File: config.mk
export PLATFORM = sky130hd
export DESIGN_NAME = i2c_target_regif
export DESIGN_NICKNAME = d
export VERILOG_FILES = /design/src/rtl/i2c_pkg.sv /design/src/rtl/i2c_line_filter.sv /design/src/rtl/i2c_target_regif.sv
export SDC_FILE = /design/constraint.sdc
export NUM_CORES = 1
export LEC_CHECK = 0
export ABC_AREA = 1
export CORE_ASPECT_RATIO = 1.1
export CORE_MARGIN = 2
export CORE_UTILIZATION = 30
export DETAILED_ROUTE_END_ITERATION = 6
export GPL_TIMING_DRIVEN = 1
export MAX_ROUTING_LAYER = met4
export PLACE_DENSITY = 0.51
export SLEW_MARGIN = 20
export SYNTH_ARGS = -nofsm -noshare
export SYNTH_HDL_FRONTEND = slang
export SYNTH_HIERARCHICAL = 1
export SYNTH_SLANG_ARGS = --single-unit
File: constraint.sdc
create_clock -name clk_i -period 2.2 [get_ports clk_i]
set_clock_uncertainty 0.1 [all_clocks]
set_input_delay 0.66 -clock clk_i [delete_from_list [all_inputs] [get_ports clk_i]]
set_output_delay 0.66 -clock clk_i [all_outputs]
set_load 0.03 [all_outputs]
File: src/rtl/i2c_pkg.sv
// Shared types for the I2C register-interface target: FSM states, bus events,
// default glitch-filter length.
package i2c_pkg;

  localparam int unsigned FILTER_LEN_DEF = 3;

  typedef enum logic [3:0] {
    ST_IDLE,
    ST_ADDR,
    ST_A_ACK,
    ST_WR_BYTE,
    ST_WR_ACK,
    ST_RD_LOAD,
    ST_RD_BYTE,
    ST_RD_ACK,
    ST_WAIT_STOP
  } state_e;

  typedef enum logic [1:0] {
    EV_NONE,
    EV_START,
    EV_STOP
  } bus_ev_e;

  // START/STOP are SDA edges while the filtered SCL is high.
  function automatic bus_ev_e bus_event(input logic scl, input logic sda_rise, input logic sda_fall);
    if (scl && sda_fall) return EV_START;
    if (scl && sda_rise) return EV_STOP;
    return EV_NONE;
  endfunction

endpackage

File: src/rtl/i2c_line_filter.sv
// Two-flop synchronizer plus stability filter for one open-drain bus line;
// emits the filtered level and single-cycle rise/fall pulses.
module i2c_line_filter #(
  parameter int unsigned FILTER_LEN = 3
) (
  input  logic clk_i,
  input  logic rst_i,
  input  logic i_line,
  output logic o_level,
  output logic o_rise,
  output logic o_fall
);

  localparam int unsigned CW = (FILTER_LEN < 2) ? 1 : $clog2(FILTER_LEN + 1);

  logic [1:0]    r_sync;
  logic          r_filt;
  logic          r_rise;
  logic          r_fall;
  logic [CW-1:0] r_cnt;
  logic          w_diff;
  logic          w_accept;

  // A new level is accepted once it has differed for FILTER_LEN consecutive cycles.
  assign w_diff   = (r_sync[1] != r_filt);
  assign w_accept = w_diff && (r_cnt == CW'(FILTER_LEN - 1));

  always_ff @(posedge clk_i) begin
    if (rst_i) begin
      r_sync <= '1;
      r_filt <= 1'b1;
      r_cnt  <= '0;
      r_rise <= 1'b0;
      r_fall <= 1'b0;
    end else begin
      r_sync <= {r_sync[0], i_line};
      r_rise <= w_accept && r_sync[1];
      r_fall <= w_accept && !r_sync[1];
      if (!w_diff) begin
        r_cnt <= '0;
      end else if (w_accept) begin
        r_filt <= r_sync[1];
        r_cnt  <= '0;
      end else begin
        r_cnt <= r_cnt + CW'(1);
      end
    end
  end

  assign o_level = r_filt;
  assign o_rise  = r_rise;
  assign o_fall  = r_fall;

endmodule

File: src/rtl/i2c_target_regif.sv
// I2C target bridging bus transfers to a byte-wide register port with an
// auto-incrementing pointer; the first written byte sets the pointer.
module i2c_target_regif
  import i2c_pkg::*;
#(
  parameter logic [6:0]  TARGET_ADDR = 7'h50,
  parameter int unsigned FILTER_LEN  = FILTER_LEN_DEF
) (
  input  logic       clk_i,
  input  logic       rst_i,
  input  logic       scl_i,
  input  logic       sda_i,
  output logic       sda_o,
  output logic       sda_oen_o,
  output logic [7:0] reg_addr,
  output logic [7:0] reg_wdata,
  output logic       reg_we,
  output logic       reg_re,
  input  logic [7:0] reg_rdata,
  output logic       busy_o,
  output logic       irq_o
);

  logic    w_scl, w_scl_rise, w_scl_fall;
  logic    w_sda, w_sda_rise, w_sda_fall;
  bus_ev_e w_ev;
  logic [7:0] w_byte;

  state_e     r_state,   w_state;
  logic [3:0] r_bitcnt,  w_bitcnt;
  logic [7:0] r_shift,   w_shift;
  logic       r_first,   w_first;
  logic       r_rw,      w_rw;
  logic       r_mack,    w_mack;
  logic       r_rdph,    w_rdph;
  logic       r_sda_oen, w_sda_oen;
  logic       r_busy,    w_busy;
  logic       r_irq,     w_irq;
  logic       r_we,      w_we;
  logic       r_re,      w_re;
  logic [7:0] r_addr,    w_addr;
  logic [7:0] r_wdata,   w_wdata;

  i2c_line_filter #(.FILTER_LEN(FILTER_LEN)) u_scl_filt (
    .clk_i  (clk_i),
    .rst_i  (rst_i),
    .i_line (scl_i),
    .o_level(w_scl),
    .o_rise (w_scl_rise),
    .o_fall (w_scl_fall)
  );

  i2c_line_filter #(.FILTER_LEN(FILTER_LEN)) u_sda_filt (
    .clk_i  (clk_i),
    .rst_i  (rst_i),
    .i_line (sda_i),
    .o_level(w_sda),
    .o_rise (w_sda_rise),
    .o_fall (w_sda_fall)
  );

  assign w_ev   = bus_event(w_scl, w_sda_rise, w_sda_fall);
  assign w_byte = {r_shift[6:0], w_sda};

  always_ff @(posedge clk_i) begin
    if (rst_i) begin
      r_state   <= ST_IDLE;
      r_bitcnt  <= '0;
      r_shift   <= '0;
      r_first   <= 1'b0;
      r_rw      <= 1'b0;
      r_mack    <= 1'b0;
      r_rdph    <= 1'b0;
      r_sda_oen <= 1'b0;
      r_busy    <= 1'b0;
      r_irq     <= 1'b0;
      r_we      <= 1'b0;
      r_re      <= 1'b0;
      r_addr    <= '0;
      r_wdata   <= '0;
    end else begin
      r_state   <= w_state;
      r_bitcnt  <= w_bitcnt;
      r_shift   <= w_shift;
      r_first   <= w_first;
      r_rw      <= w_rw;
      r_mack    <= w_mack;
      r_rdph    <= w_rdph;
      r_sda_oen <= w_sda_oen;
      r_busy    <= w_busy;
      r_irq     <= w_irq;
      r_we      <= w_we;
      r_re      <= w_re;
      r_addr    <= w_addr;
      r_wdata   <= w_wdata;
    end
  end

  always_comb begin
    w_state   = r_state;
    w_bitcnt  = r_bitcnt;
    w_shift   = r_shift;
    w_first   = r_first;
    w_rw      = r_rw;
    w_mack    = r_mack;
    w_rdph    = r_rdph;
    w_sda_oen = r_sda_oen;
    w_busy    = r_busy;
    w_irq     = 1'b0;
    w_we      = 1'b0;
    w_re      = 1'b0;
    w_wdata   = r_wdata;
    // Pointer advances in the cycle after the write strobe is visible.
    w_addr    = r_we ? r_addr + 8'd1 : r_addr;

    if (w_ev == EV_STOP) begin
      w_state   = ST_IDLE;
      w_sda_oen = 1'b0;
      w_busy    = 1'b0;
      w_irq     = r_busy;
      w_rdph    = 1'b0;
    end else if (w_ev == EV_START) begin
      w_state   = ST_ADDR;
      w_bitcnt  = '0;
      w_sda_oen = 1'b0;
      w_busy    = 1'b0;
      w_rdph    = 1'b0;
    end else begin
      unique case (r_state)
        ST_ADDR: begin
          if (w_scl_rise) begin
            w_shift  = w_byte;
            w_bitcnt = r_bitcnt + 4'd1;
            if (r_bitcnt == 4'd7) begin
              if ((w_byte[7:1] == TARGET_ADDR) && (w_byte[7:1] != '0)) begin
                w_state = ST_A_ACK;
                w_busy  = 1'b1;
                w_rw    = w_byte[0];
              end else begin
                w_state = ST_IDLE;
              end
            end
          end
        end
        // ACK states: first SCL fall drives SDA low, second releases and moves on.
        ST_A_ACK: begin
          if (w_scl_fall) begin
            if (!r_sda_oen) begin
              w_sda_oen = 1'b1;
            end else begin
              w_sda_oen = 1'b0;
              w_bitcnt  = '0;
              if (r_rw) begin
                w_state = ST_RD_LOAD;
              end else begin
                w_state = ST_WR_BYTE;
                w_first = 1'b1;
              end
            end
          end
        end
        ST_WR_BYTE: begin
          if (w_scl_rise) begin
            w_shift  = w_byte;
            w_bitcnt = r_bitcnt + 4'd1;
            if (r_bitcnt == 4'd7) begin
              w_state = ST_WR_ACK;
              if (r_first) begin
                w_addr  = w_byte;
                w_first = 1'b0;
              end else begin
                w_wdata = w_byte;
                w_we    = 1'b1;
              end
            end
          end
        end
        ST_WR_ACK: begin
          if (w_scl_fall) begin
            if (!r_sda_oen) begin
              w_sda_oen = 1'b1;
            end else begin
              w_sda_oen = 1'b0;
              w_bitcnt  = '0;
              w_state   = ST_WR_BYTE;
            end
          end
        end
        // Phase 0 raises reg_re; read data is captured the cycle after the strobe.
        ST_RD_LOAD: begin
          if (!r_rdph) begin
            w_re   = 1'b1;
            w_rdph = 1'b1;
          end else if (!r_re) begin
            w_shift   = reg_rdata;
            w_sda_oen = ~reg_rdata[7];
            w_addr    = r_addr + 8'd1;
            w_rdph    = 1'b0;
            w_bitcnt  = '0;
            w_state   = ST_RD_BYTE;
          end
        end
        ST_RD_BYTE: begin
          if (w_scl_rise) begin
            w_bitcnt = r_bitcnt + 4'd1;
          end else if (w_scl_fall) begin
            if (r_bitcnt == 4'd8) begin
              w_sda_oen = 1'b0;
              w_mack    = 1'b0;
              w_state   = ST_RD_ACK;
            end else begin
              w_shift   = {r_shift[6:0], 1'b0};
              w_sda_oen = ~r_shift[6];
            end
          end
        end
        ST_RD_ACK: begin
          if (w_scl_rise) begin
            if (w_sda) w_state = ST_WAIT_STOP;
            else       w_mack  = 1'b1;
          end else if (w_scl_fall && r_mack) begin
            w_state = ST_RD_LOAD;
          end
        end
        default: ;
      endcase
    end
  end

  assign sda_o     = 1'b0;
  assign sda_oen_o = r_sda_oen;
  assign reg_addr  = r_addr;
  assign reg_wdata = r_wdata;
  assign reg_we    = r_we;
  assign reg_re    = r_re;
  assign busy_o    = r_busy;
  assign irq_o     = r_irq;

endmodule

==> flow_summary.yaml, run 1 <==
global_routing:
  grt_first_pass_wirelength_um: 14600
  grt-ovfl-total: 0
  grt_antenna_before_repair: 0
  grt_pass1_vias: 3004
  grt_max_degree: 18
  grt_usage_pct: 17.2
routing:
  routed_via_density: 4.99
  drc: 0
  drt-total-wl_um: 8550
  first_iter_violations: 215
  dr_total_vias: 3036
  wire_per_inst_um: 14.0
  drt-pass1-iter-count: 4
  drtAntennaViolNets: 0
clock_network:
  clockBufferDepth: 2
  clkTransAtPathRegs_ps: 100
  clk-insertion-delay-late_ps: 310
  cts_num_sinks: 54
  clock-root-buffer: "clkbuf_8"
  cts-buffers-inserted: 5
  cts_tree: "yes"
  h-tree-depth: 2
sta:
  period_needed_ps: 2150
  finalHoldViolations: 0
  fmax_ghz: 0.464
  setup_viol: 0
  min_period_over_period_pct: 97.9
  rsz0062_at_grt: "no"
  slew_viol_final: 0
  slew_headroom_pct: 64.7
  worst_pin_slew_ps: 527
  setup_tns_ps: 0
cells_and_area:
  final_nets: 505
  finalNonFillerCells: 609
  final-seq-area_um2: 1080
  insertedDiodeCount: 0
  area_growth_pct: 19.8
  multi_input_area_um2: 1640
  fill_cells: 1051
  drive_gt1_share_pct: 9.82
worst_setup_path:
  cp_top_family: "buffers and inverters"
  path_class: "reg2out"
  cp.required_ps: 1440
  crit_fanout: 4
  worstPathArrival_ps: 1390
  worstSetupStartpointType: "register"
  critPathCaptureType: "output port"
  crit_buf_inv: 1
  slowest_stage: "clkdlybuf4s50_1"
  cpPeakStageDelay_ps: 690
  regToRegStartpoint: "r_bitcnt[1]$_SDFFE_PP0P_"
  crit_chain: "clkdlybuf4s50_1"
  startpoint: "reg_re$_SDFF_PP0_"
job:
  drv_cap: 0
floorplanning:
  coreArea_um2: 9750
  fp.dieArea_um2: 10700
  die_x_um: 99.0
  ioPinCount: 34
  die_h_um: 108
  start_util_pct: 30.6
  rows: 38
placement:
  hpwl_um: 6580
  place_inst: 601
  portBuffers: 32
  gp_congestion: 0.961
synthesis:
  avgSynthCellArea_um2: 6.63
  ys_seq_area_share_pct: 36.3
  yosysUniqueCellTypes: 36
  synth_warnings: 6
  netlist_instances: 449
  synth_seq_cells: 54
  syn_area_um2: 2980
  syn_nets: 466
run_status:
  status: "finished clean"
worst_hold_path:
  min_path_type: "reg2reg"
  hold_path_startpoint: "u_sda_filt/r_cnt[0]$_SDFF_PP0_"
power_and_ir_drop:
  power_density_nw_per_um2: 463
  ir_worst_vdd_mv: 0.319
  p_leak_nw: 1.56
==> cell usage in the layout (no fill, tap or decap), types with 4 or more instances in the layout <==
master / Yosys / layout
o22ai_1: 5 / 5
o21ai_1: 6 / 6
clkdlybuf4s50_1: 0 / 25
inv_2: 8 / 8
nand3_1: 42 / 42
dfxtp_1: 54 / 54
inv_1: 45 / 45
nand4_1: 5 / 5
nor3_1: 4 / 4
clkbuf_8: 0 / 6
nor2_2: 4 / 4
or2_2: 5 / 5
buf_4: 1 / 10
nand2_2: 4 / 4
ha_1: 5 / 5
o21ai_0: 43 / 43
a21oi_1: 30 / 30
xor2_1: 5 / 5
dlymetal6s2s_1: 0 / 4
nor2_1: 60 / 60
nand2_1: 95 / 95
==> power by group <==
group / switching, mW / internal, mW / total (mW)
clock: 0.351 / 0.260 / 0.611
combinational: 0.0307 / 0.0277 / 0.0583
sequential: 0.00232 / 0.981 / 0.984
total: 0.384 / 1.27 / 1.65
==> flip-flops by register name (all words and copies together), names as in the netlist, 2 cells and up <==
register	cells
r_shift	7
u_scl_filt/r_sync	2
u_sda_filt/r_sync	2
reg_wdata	8
u_sda_filt/r_cnt	2
r_state	4
r_bitcnt	4
u_scl_filt/r_cnt	2
reg_addr	8
==> logic make-up after synthesis <==
logic type | after synthesis | synth area share, %
adder cells (fa/ha/maj) | 5 | 2.10
flip-flops | 54 | 36.3
AO/OA/AOI/OAI | 92 | 16.4
buffers and inverters | 63 | 8.70
other | 1 | 0.126
XOR/XNOR | 6 | 1.76
AND/OR/NAND/NOR | 228 | 34.6
==> repair_timing <==
action                                  in CTS  in global routing
resized for setup                            3                  4
endpoints found under the hold margin        0                  0
buffers inserted                             0                  0
hold buffers                                 0                  0
endpoints found under the setup margin       3                  4
==> worst paths after layout <==
check                                        end  slack, ps  cells after the start
setup / recovery                          reg_re         50                      1
hold / removal    u_sda_filt/r_cnt[0]$_SDFF_PP0_        320                      1
hold reg to reg   u_sda_filt/r_cnt[0]$_SDFF_PP0_        320                      1
setup reg to reg          reg_addr[7]$_SDFF_PP0_        210                     12
==> cell type report <==
class                           count  area share, %
Clock buffer                        6           2.31
Clock inverter                      2          0.456
Inverter                           53           5.58
Multi-Input combinational cell    332           45.9
Sequential cell                    54           30.3
Tap cell                          120           4.21
Timing Repair Buffer               42           11.3
==> metrics by stage <==
step	utilization [%]	instance area, um^2	hold WS, ps	worst slack, ps	power [mW]
after floorplan	-	2980	289	556	1.03
after global placement	35.5	3460	294	126	1.06
after detailed placement	35.5	3460	294	140	1.07
after CTS	36.5	3560	316	2.57	1.68
after global routing	36.6	3570	341	7.17	1.72
final	36.6	3570	316	46.0	1.65
==> synthesized netlist by cell type, drive strengths merged <==
library cell  instances  area share, %
a211oi                1           0.25
a21oi                31            5.3
a31oi                 2           0.42
and3                  1           0.21
buf                   6            1.5
clkbuf                4           0.50
conb                  1           0.13
dfxtp                54             36
ha                    5            2.1
inv                  53            6.7
nand2               100             13
nand3                42            7.1
nand3b                2           0.63
nand4                 7            1.9
nor2                 66            9.2
nor3                  4           0.67
nor4                  1           0.71
o211ai                1           0.25
o21ai                49            8.2
o21bai                2           0.50
o221a                 1           0.38
o22ai                 5            1.1
or2                   5            1.1
xnor2                 1           0.29
xor2                  5            1.5
==> per-layer routing <==
layer  up-vias  share of wire (%)  GRT usage [%]
met4         0                2.0           5.28
met5         -                  0              -
met2        85                 49           30.1
met3        14                4.5           2.20
li1       1545                  -              -
met1      1392                 44           20.7
Power figures use the tool's default switching activity.
==> inputs of run 2 (changes only) <==
--- a/config.mk
+++ b/config.mk
@@ -11,7 +11,6 @@
 export CORE_UTILIZATION = 30
 export DETAILED_ROUTE_END_ITERATION = 6
 export GPL_TIMING_DRIVEN = 1
-export MAX_ROUTING_LAYER = met4
 export PLACE_DENSITY = 0.51
 export SLEW_MARGIN = 20
 export SYNTH_ARGS = -nofsm -noshare
==> run 2 against run 1 <==
Against the previous run: combinational power up 5.7%; clock power is 3% lower; clock-buffer cell count down 1; critical endpoint is now busy_o.
==> flow_summary.yaml, run 2 (synthesized netlist as in run 1, its figures left out) <==
worst_setup_path:
  crit_buf_inv: 1
  cp.depth: 1
  critPathCaptureType: "output port"
  cp_top_family: "buffers and inverters"
  r2r_slack_ps: 220
  path_class: "reg2out"
  cpPeakStageDelay_ps: 690
  rr_worst_depth: 9
  worstPathArrival_ps: 1390
  slowest_stage: "clkdlybuf4s50_1"
  worstSetupStartpointType: "register"
  crit_chain: "clkdlybuf4s50_1"
  cp.required_ps: 1440
  crit_fanout: 3
power_and_ir_drop:
  p_sw_share_pct: 24.3
  internal-power_mw: 1.24
  power_density_nw_per_um2: 458
  seqPwrFrac_pct: 60.0
  p_clk_share_pct: 36.2
  p_comb_share_pct: 3.8
  ir_worst_vdd_mv: 0.310
  p_leak_nw: 1.58
  power_mw: 1.64
  switchingPower_uw: 399
global_routing:
  grt_antenna_before_repair: 0
  grt_usage_pct: 16.2
  grt-ovfl-total: 0
  grt_pass1_vias: 2822
  grt_max_degree: 19
  grt_first_pass_wirelength_um: 14000
routing:
  dr_total_vias: 3029
  drt-total-wl_um: 8460
  first_iter_violations: 152
  drc: 0
  drtAntennaViolNets: 0
  drt-pass1-iter-count: 4
  wire_per_inst_um: 13.9
  routed_via_density: 4.97
floorplanning:
  die_x_um: 99.0
  ioPinCount: 34
  fp.dieArea_um2: 10700
  coreArea_um2: 9750
  rows: 38
  start_util_pct: 30.6
  die_h_um: 108
placement:
  place_ws_ps: 112
  portBuffers: 32
  gp_congestion: 0.947
  hpwl_um: 6450
  place_inst: 601
  place_area_um2: 3480
sta:
  period_needed_ps: 2150
  setup_slack_ps: 47.4
  setup_viol: 0
  rsz0062_at_grt: "no"
  min_period_over_period_pct: 97.8
  setup_tns_ps: 0
  slew_viol_final: 0
  hold_slack_ps: 315
  finalHoldViolations: 0
  fmax_ghz: 0.465
run_status:
  status: "finished clean"
clock_network:
  postCtsSetupBuffers: 0
  cts_tree: "yes"
  clock-root-buffer: "clkbuf_8"
  h-tree-depth: 2
  clockBufferDepth: 2
  cts_hold_buf: 0
  clk-insertion-delay-late_ps: 310
  clkTransAtPathRegs_ps: 110
  cts_num_sinks: 54
  cts-buffers-inserted: 5
cells_and_area:
  final_nets: 505
  drive_gt1_share_pct: 10.2
  layout_common_cells: "nand2_1 (95), nor2_1 (59), dfxtp_1 (53)"
  area_growth_pct: 20.3
  fin_area_um2: 3580
  insertedDiodeCount: 0
  final_common_cell: "nand2_1"
  finalNonFillerCells: 609
  fin_util_pct: 36.7
worst_hold_path:
  min_path_type: "reg2reg"
  hold_depth: 1
job:
  drv_cap: 0
run 2: cell count changes in the layout (fill, tap and decap cells not counted):
cell / before / now
dlymetal6s2s_1: 4 / 5
clkinvlp_4: 1 / 2
dfxtp_2: 0 / 1
nor2_1: 60 / 59
buf_4: 10 / 9
buf_12: 0 / 1
clkdlybuf4s50_1: 25 / 24
dfxtp_1: 54 / 53
clkbuf_8: 6 / 5
nor2_2: 4 / 5
run 2: power groups by stage:
| stage | Combinational (mW) | Sequential (mW) | Clock [mW] |
|---|---|---|---|
| 6_report | 0.0616 | 0.984 | 0.594 |
| 2_1_floorplan | 0.0266 | 1.01 | 0 |
| 3_5_place_dp | 0.0614 | 1.01 | 0 |
| 4_1_cts | 0.0619 | 0.984 | 0.617 |
| 5_1_grt | 0.0676 | 0.985 | 0.665 |
| 3_3_place_gp | 0.0602 | 1.01 | 0 |
run 2: layer usage:
metal | share of wire (%) | vias to the layer above | GRT usage, %
met5 | 0 | - | 0
met4 | 1.5 | 0 | 4.40
met3 | 4.7 | 10 | 2.39
met2 | 49 | 77 | 28.5
met1 | 45 | 1402 | 20.7
li1 | - | 1540 | -
run 2: layout make-up:
class	count	area, um^2
clock buffer	5	68.8
clock inverter	3	23.8
fill	1041	6170
inverter	53	199
multi-input combinational	332	1640
sequential	54	1080
tap	120	150
timing repair buffer	42	417
run 2: what timing repair did:
action	in CTS	in global routing
gates resized for setup	3	7
pin swaps	0	0
endpoints found under the setup margin	3	12
run 2: worst paths after layout:
path                                                       end                            from
worst max-delay path                                    busy_o             busy_o$_SDFFE_PP0P_
worst min-delay path            u_sda_filt/r_cnt[0]$_SDFF_PP0_  u_sda_filt/r_cnt[0]$_SDFF_PP0_
worst max register to register         r_shift[2]$_SDFFE_PP0P_         r_state[1]$_SDFFE_PP0P_
worst min register to register  u_sda_filt/r_cnt[0]$_SDFF_PP0_  u_sda_filt/r_cnt[0]$_SDFF_PP0_
